[config.mk]
export PLATFORM = sky130hd
export DESIGN_NAME = cdb_arbiter
export DESIGN_NICKNAME = d
export VERILOG_FILES = /design/src/rtl/cdb_arbiter.sv
export SDC_FILE = /design/constraint.sdc
export NUM_CORES = 1
export LEC_CHECK = 0
export CORE_MARGIN = 5
export CORE_UTILIZATION = 38
export CTS_CLUSTER_DIAMETER = 60
export DETAILED_ROUTE_END_ITERATION = 6
export GPL_ROUTABILITY_DRIVEN = 0
export GPL_TIMING_DRIVEN = 0
export PLACE_DENSITY_LB_ADDON = 0.2
export SLEW_MARGIN = 20
export SYNTH_ARGS = -nofsm -noshare
export SYNTH_HDL_FRONTEND = slang
export SYNTH_SLANG_ARGS = --single-unit
[constraint.sdc]
create_clock -name clk -period 3.4 [get_ports clk]
set_clock_uncertainty 0.05 [all_clocks]
set_input_delay 1.02 -clock clk [delete_from_list [all_inputs] [get_ports clk]]
set_output_delay 1.02 -clock clk [all_outputs]
set_load 0.02 [all_outputs]
[src/rtl/cdb_arbiter.sv]
// Common data bus arbiter: grants one completing requester per cycle and broadcasts its
// {tag, data} on a registered CDB. Define CDB_FIXED_PRIO_EN for fixed (lowest index) priority.
module cdb_arbiter #(
  parameter int unsigned NUM_REQ = 4,
  parameter int unsigned TAG_W   = 8,
  parameter int unsigned DATA_W  = 32,
  parameter int unsigned CNT_W   = 16
) (
  input  logic                      clk,
  input  logic                      rst,
  input  logic [NUM_REQ-1:0]        req,
  input  logic [NUM_REQ*TAG_W-1:0]  req_tag,
  input  logic [NUM_REQ*DATA_W-1:0] req_data,
  input  logic                      hold,
  output logic [NUM_REQ-1:0]        gnt,
  output logic                      cdb_valid,
  output logic [TAG_W-1:0]          cdb_tag,
  output logic [DATA_W-1:0]         cdb_data,
  output logic [CNT_W-1:0]          cdb_count
);

  localparam int unsigned IdxW = (NUM_REQ > 1) ? $clog2(NUM_REQ) : 1;

  logic            grant_any;
  logic [IdxW-1:0] grant_idx;
  logic            grant_valid;
  logic [TAG_W-1:0]  sel_tag;
  logic [DATA_W-1:0] sel_data;

`ifdef CDB_FIXED_PRIO_EN
  always_comb begin
    grant_any = 1'b0;
    grant_idx = '0;
    for (int unsigned k = 0; k < NUM_REQ; k++) begin
      if (!grant_any && req[k]) begin
        grant_any = 1'b1;
        grant_idx = IdxW'(k);
      end
    end
  end
`else
  logic [IdxW-1:0] ptr_q, ptr_d;
  int unsigned     rr_idx;

  // Search starts at ptr_q and wraps modulo NUM_REQ.
  always_comb begin
    grant_any = 1'b0;
    grant_idx = '0;
    rr_idx    = 0;
    for (int unsigned k = 0; k < NUM_REQ; k++) begin
      rr_idx = (32'(ptr_q) + k) % NUM_REQ;
      if (!grant_any && req[rr_idx[IdxW-1:0]]) begin
        grant_any = 1'b1;
        grant_idx = rr_idx[IdxW-1:0];
      end
    end
  end

  always_comb begin
    ptr_d = ptr_q;
    if (grant_valid) begin
      ptr_d = (grant_idx == IdxW'(NUM_REQ - 1)) ? '0 : grant_idx + IdxW'(1);
    end
  end

  always_ff @(posedge clk or posedge rst) begin
    if (rst) begin
      ptr_q <= '0;
    end else begin
      ptr_q <= ptr_d;
    end
  end
`endif

  // Grant is suppressed combinationally while reset is asserted.
  assign grant_valid = grant_any & ~hold & ~rst;

  always_comb begin
    gnt = '0;
    if (grant_valid) begin
      gnt[grant_idx] = 1'b1;
    end
  end

  assign sel_tag  = req_tag[32'(grant_idx) * TAG_W +: TAG_W];
  assign sel_data = req_data[32'(grant_idx) * DATA_W +: DATA_W];

  always_ff @(posedge clk or posedge rst) begin
    if (rst) begin
      cdb_valid <= 1'b0;
      cdb_tag   <= '0;
      cdb_data  <= '0;
      cdb_count <= '0;
    end else begin
      cdb_valid <= grant_valid;
      if (grant_valid) begin
        cdb_tag  <= sel_tag;
        cdb_data <= sel_data;
        if (cdb_count != '1) begin
          cdb_count <= cdb_count + CNT_W'(1);
        end
      end
    end
  end

endmodule

==> results of run 1 <==
[synthesized netlist by cell type (4+ instances only)]
cell,n
and3_1,4
nor2b_1,5
o21ai_0,40
buf_2,5
mux2_1,7
dfrtp_1,59
a221o_1,40
nand2_1,8
mux2_2,4
xnor2_1,11
nand3_1,47
xor2_1,4
mux2_4,30
a21oi_1,42
clkbuf_1,24
nand4_1,4
buf_6,4
[stage by stage]
step                utilization  area (µm²)
floorplan                     -        3770
global placement          0.638        6200
detailed placement        0.640        6230
CTS                       0.670        6520
global route              0.672        6540
finish                    0.672        6540
[critical path: stages]
cell and delay, ps:
buf_4 120, nor2b_2 170, a211oi_4 280, nor2_4 80, buf_6 160, ha_1 170
and2_1 120, buf_2 160
[cells by family (layout without fill, tap and decap cells)]
group | Yosys count | in the layout | synth area share
buffers and inverters | 36 | 286 | 0.0456
AND/OR/NAND/NOR | 84 | 84 | 0.121
flip-flops | 59 | 59 | 0.393
AO/OA/AOI/OAI | 130 | 130 | 0.246
XOR/XNOR | 15 | 15 | 0.0350
adder cells (fa/ha/maj) | 2 | 2 | 0.00666
multiplexers | 41 | 41 | 0.153
[cell type report]
cell class              count  area, µm²
flip-flops and latches     59       1480
clock inverters             4       73.8
inverters                   3       16.3
fillers                   776       3190
clock buffers              11        151
repair buffers            237       2340
well taps                 133        166
multi-input cells         272       2160
plain buffers              31        159
[metal layers]
layer	share of wire	vias up	track usage
met2	0.53	183	0.405
met3	0.069	32	0.0658
met5	0	-	0
met1	0.38	2016	0.260
li1	-	1907	-
met4	0.027	0	0.0784
[what timing repair did]
item                                   in CTS  in global routing
cloned                                      0                  0
gates resized for setup                    53                  5
setup endpoints to repair                   4                  3
setup buffers                               6                  3
pin swaps                                   5                  3
endpoints found under the hold margin       0                  0
[how the worst max path moves through the flow]
| stage | end | depth (start not counted) | startpoint | slack, ps |
|---|---|---|---|---|
| after floorplan | gnt[1] | 4 | hold | 40 |
| after global placement | gnt[1] | 7 | req[3] | -1450 |
| after detailed placement | gnt[1] | 7 | req[3] | -1430 |
| after CTS | gnt[3] | 8 | req[2] | 20 |
| after global routing | gnt[3] | 8 | req[2] | -10 |
| final | gnt[3] | 8 | req[2] | 40 |
[power by group]
part	internal, W	switching, W
registers	0.000961	0.000207
clock network	0.000449	0.000287
logic	0.00115	0.00106
total	0.00256	0.00155
[state kept, by name, summed over array words and instances, names as in the netlist]
register   flops
ptr_q          2
cdb_count     16
cdb_valid      1
cdb_tag        8
cdb_data      32
==> results.cfg, run 1 <==
[timing]
setup_violations = 0
fin_hold_ws_ps = 452
timing.final.crit_period_ps = 3360
tightest_slew_ps = 542
achievable-frequency_mhz = 298
timing.slew.headroom = 0.639
timing.final.ws_setup_ps = 44.8
final_hold_viol_count = 0
number_of_slew_limit_violations_in_the_final_report = 0
final.period_utilization = 0.987
setup_total_negative_slack_ps = 0

[cells_and_area]
final_layout_net_count = 782
mostFrequentLayoutCells = 217 x clkdlybuf4s50_1, 59 x dfrtp_1, 47 x nand3_1
final_common_cell = clkdlybuf4s50_1
syn2layout_area_growth_pct = 74.1
number_of_diodes_added_for_antenna_fixing = 0
layout.cells.non_filler = 750
final_layout_size_suffix_gt1_frac = 0.154

[critical_path]
end_kind = output pin
timing.critical_path.from_type = input port
critPathKind = input port to output pin
worst_r2r_path_depth = 8
rr_startpoint = ptr_q[0]
critical_path_peak_fanout = 10
critical_path_required_ps = 2330
worst-endpoint-arrival_ps = 2290
regToRegEndpoint = cdb_data[28]
regToRegSetupSlack_ps = 970

[place]
placedCellCount = 728
dpl.hpwl_um = 10800
buffer_ports.inserted = 227
post_place_setup_slack_ps = -1430

[floorplan]
ioPinCount = 228
floorplan.rows = 36
die_height_um = 109
core_region_area_um2 = 9730
floorplan.die_area_um2 = 12000
starting_density_of_the_core = 0.386
die_w_um = 109

[grt]
gr-total-overflow = 0
grt_util_all_layers = 0.228
first_global_vias = 4312
pin_count_of_the_biggest_net_entering_global_routing = 40
antenna_found_initial = 0
global_route_wire_length_before_repair_um = 21300

[clock_network]
clockRootBuffer = clkbuf_8
hold_buffers = 0
clock_sink_count = 59
clock_tree.htree_level_count = 3
cts-root-to-sink-buffers = 2
worst_skew_pair.late_latency_ps = 330
cts-buffers-inserted = 9
cts_tree = yes
clock_transition_at_the_registers_of_the_reported_paths_ps = 70

[synth]
post_synth.cell_area_avg_um2 = 10.2
seq_area_frac_synth = 0.393
synth_top_cells_by_area = dfrtp_1 39%, mux2_4 12%, a221o_1 11%, nand3_1 6.3%, a21oi_1 5.6%
yosys_warnings = 0
synth_top_cell_area_share = 0.393
syn-num-nets = 536
synth-seq-cells = 59
netlist-cell-type-count = 38
yosys_most_used_dff = dfrtp_1
synth-edff-count = 0
synth_top_cell_by_area = dfrtp_1
post_synth_instance_area_um2 = 3760
async_reset_ff_frac = 1.00
syn-instance-count = 367

[detailed_routing]
detail-route-antenna-nets = 0
postRouteWirelength_um = 14100
post_drt_wl_per_cell_um = 18.8
detailroute.via_count = 4138
dr_vias_cell = 5.52
remaining_drc_errors = 0
drt_pass1_iterations = 4
detail_route.iter0.violations = 204

[power_and_ir_drop]
fin_total_pwr_w = 0.00411
peakVddDrop_v = 0.000302
pwr_density_cell_nw_per_um2 = 628
static-leakage-power_nw = 2.67

[worst_hold_path]
worst_hold_path_type = register to register
min_delay_endpoint = cdb_count[15]
whs_path_depth = 1
min-delay-start = cdb_count[15]

[outcome]
run_status = finished, final reports clean

[run]
max_cap_violations = 0
No activity file was read; power rests on OpenSTA's default activity.
==> run 2: changes to the inputs <==
--- a/config.mk
+++ b/config.mk
@@ -7,2 +7,3 @@
 export LEC_CHECK = 0
+export CAP_MARGIN = 20
 export CORE_MARGIN = 5
==> constraint.sdc (replaced) <==
create_clock -name clk -period 3.4 [get_ports clk]
set_clock_uncertainty 0.05 [all_clocks]
set_input_delay 0.85 -clock clk [delete_from_list [all_inputs] [get_ports clk]]
set_output_delay 0.85 -clock clk [all_outputs]
set_load 0.02 [all_outputs]
==> results.cfg, run 2 (same netlist as run 1, synthesis figures left out) <==
[cells_and_area]
multi_input_area_um2 = 2150
final_layout_size_suffix_gt1_frac = 0.136
register_ranked_first_by_flip_flop_count = cdb_data
register_area_um2 = 1480
mostFrequentLayoutCells = 219 x clkdlybuf4s50_1, 59 x dfrtp_1, 47 x nand3_1
largest_register_ffs = 32
fin_area_um2 = 6500
final_common_cell = clkdlybuf4s50_1
syn2layout_area_growth_pct = 73.1
final_layout_net_count = 781
largest_registers = cdb_data (32), cdb_count (16), cdb_tag (8)
fill_cells = 811

[run]
max_cap_violations = 0

[grt]
antenna_found_initial = 3
global_route_wire_length_before_repair_um = 20700
gr-total-overflow = 0
first_global_vias = 4133
pin_count_of_the_biggest_net_entering_global_routing = 45
grt_util_all_layers = 0.223

[worst_hold_path]
whs_path_depth = 1
min-delay-start = cdb_count[11]
min_delay_endpoint = cdb_count[11]
worst_hold_path_type = register to register

[critical_path]
worst_path_largest_cell_delay_ps = 330
worst-endpoint-arrival_ps = 2430
worst_r2r_path_depth = 7
timing.critical_path.from = req[2]
regToRegSetupSlack_ps = 1130
critPathKind = input port to output pin
end_kind = output pin
critPathTopFamily = buffers and inverters
timing.critical_path.from_type = input port
rr_startpoint = ptr_q[0]
bufs_and_invs_on_worst_path = 3
cp_cell_sequence = dlygate4sd2_1 -> nor2b_2 -> a211oi_4 -> nor2_4 -> buf_6 -> ha_1 -> and2_1 -> clkdlybuf4s15_2
critPathSlowestCell = a211oi_4
critical_path_required_ps = 2500
critical_path_peak_fanout = 10
regToRegEndpoint = cdb_tag[7]

[floorplan]
ioPinCount = 228
floorplan.die_area_um2 = 12000
die_height_um = 109
core_region_area_um2 = 9730
floorplan.rows = 36
die_w_um = 109
starting_density_of_the_core = 0.386

[timing]
tightest_slew_ps = 529
final.period_utilization = 0.979
achievable-frequency_mhz = 300
rsz0062_at_grt = false
timing.final.ws_setup_ps = 69.7
final_hold_viol_count = 0
setup_total_negative_slack_ps = 0
setup_violations = 0
number_of_slew_limit_violations_in_the_final_report = 0
fin_hold_ws_ps = 443
timing.slew.headroom = 0.648
timing.final.crit_period_ps = 3330

[clock_network]
cts-root-to-sink-buffers = 2
clock_transition_at_the_registers_of_the_reported_paths_ps = 70
cts_tree = yes
worst_skew_pair.late_latency_ps = 330
clock_tree.htree_level_count = 3
hold_buffers = 0
clock_sink_count = 59
clockRootBuffer = clkbuf_8
cts-buffers-inserted = 9

[power_and_ir_drop]
pwr_density_cell_nw_per_um2 = 614
static-leakage-power_nw = 2.64
peakVddDrop_v = 0.000302
fin_total_pwr_w = 0.00399

[detailed_routing]
post_drt_wl_per_cell_um = 18.4
dr_vias_cell = 5.39
detail-route-antenna-nets = 0
drt_pass1_iterations = 4
detailroute.via_count = 4046
remaining_drc_errors = 0
postRouteWirelength_um = 13800
detail_route.iter0.violations = 169

[place]
post_place_setup_slack_ps = -1080
buffer_ports.inserted = 227
dpl.hpwl_um = 10700
dpl-instance-area_um2 = 6230

[outcome]
run_status = finished, final reports clean
## run 2: per-stage QoR
step	utilization	std cells
floorplan	-	367
global placement	0.637	727
detailed placement	0.640	728
CTS	0.668	750
global route	0.669	751
finish	0.669	751
## run 2: worst max path at each step
stage,to,slack [ps],cells after the start
2_1_floorplan,gnt[2],270,5
3_3_place_gp,gnt[1],-1130,7
3_5_place_dp,gnt[1],-1080,7
4_1_cts,gnt[2],4,7
5_1_grt,gnt[2],20,7
6_report,gnt[3],70,8
## run 2: worst register-to-register path, delay by kind of cell (launching register included)
family	cells	cell delay (ps)
buf+inv	2	650
compound gates	4	860
flops	1	390
simple gates	1	220
## run 2: final cells by class
type                    count  share of cell area
repair buffers            235               0.359
multi-input cells         272               0.330
flip-flops and latches     59               0.227
well taps                 133              0.0256
plain buffers              32              0.0250
clock buffers              11              0.0217
clock inverters             5             0.00808
inverters                   3             0.00250
diodes                      1            0.000385
## run 2: what timing repair did
item                       in CTS  in global routing
pin swaps                       5                  1
setup endpoints to repair       4                  2
setup buffers                   7                  0
gates resized for setup        28                  1
## run 2: layer usage
metal | part of all wire | global-route usage
met1 | 0.38 | 0.255
met2 | 0.52 | 0.394
met3 | 0.078 | 0.0622
met4 | 0.019 | 0.0846
met5 | 0.0015 | 0
## run 2: power by group
| part | internal (W) | switching, W | total [W] |
|---|---|---|---|
| registers | 0.000961 | 0.000205 | 0.00117 |
| logic | 0.00114 | 0.00105 | 0.00219 |
| clock network | 0.000355 | 0.000282 | 0.000637 |
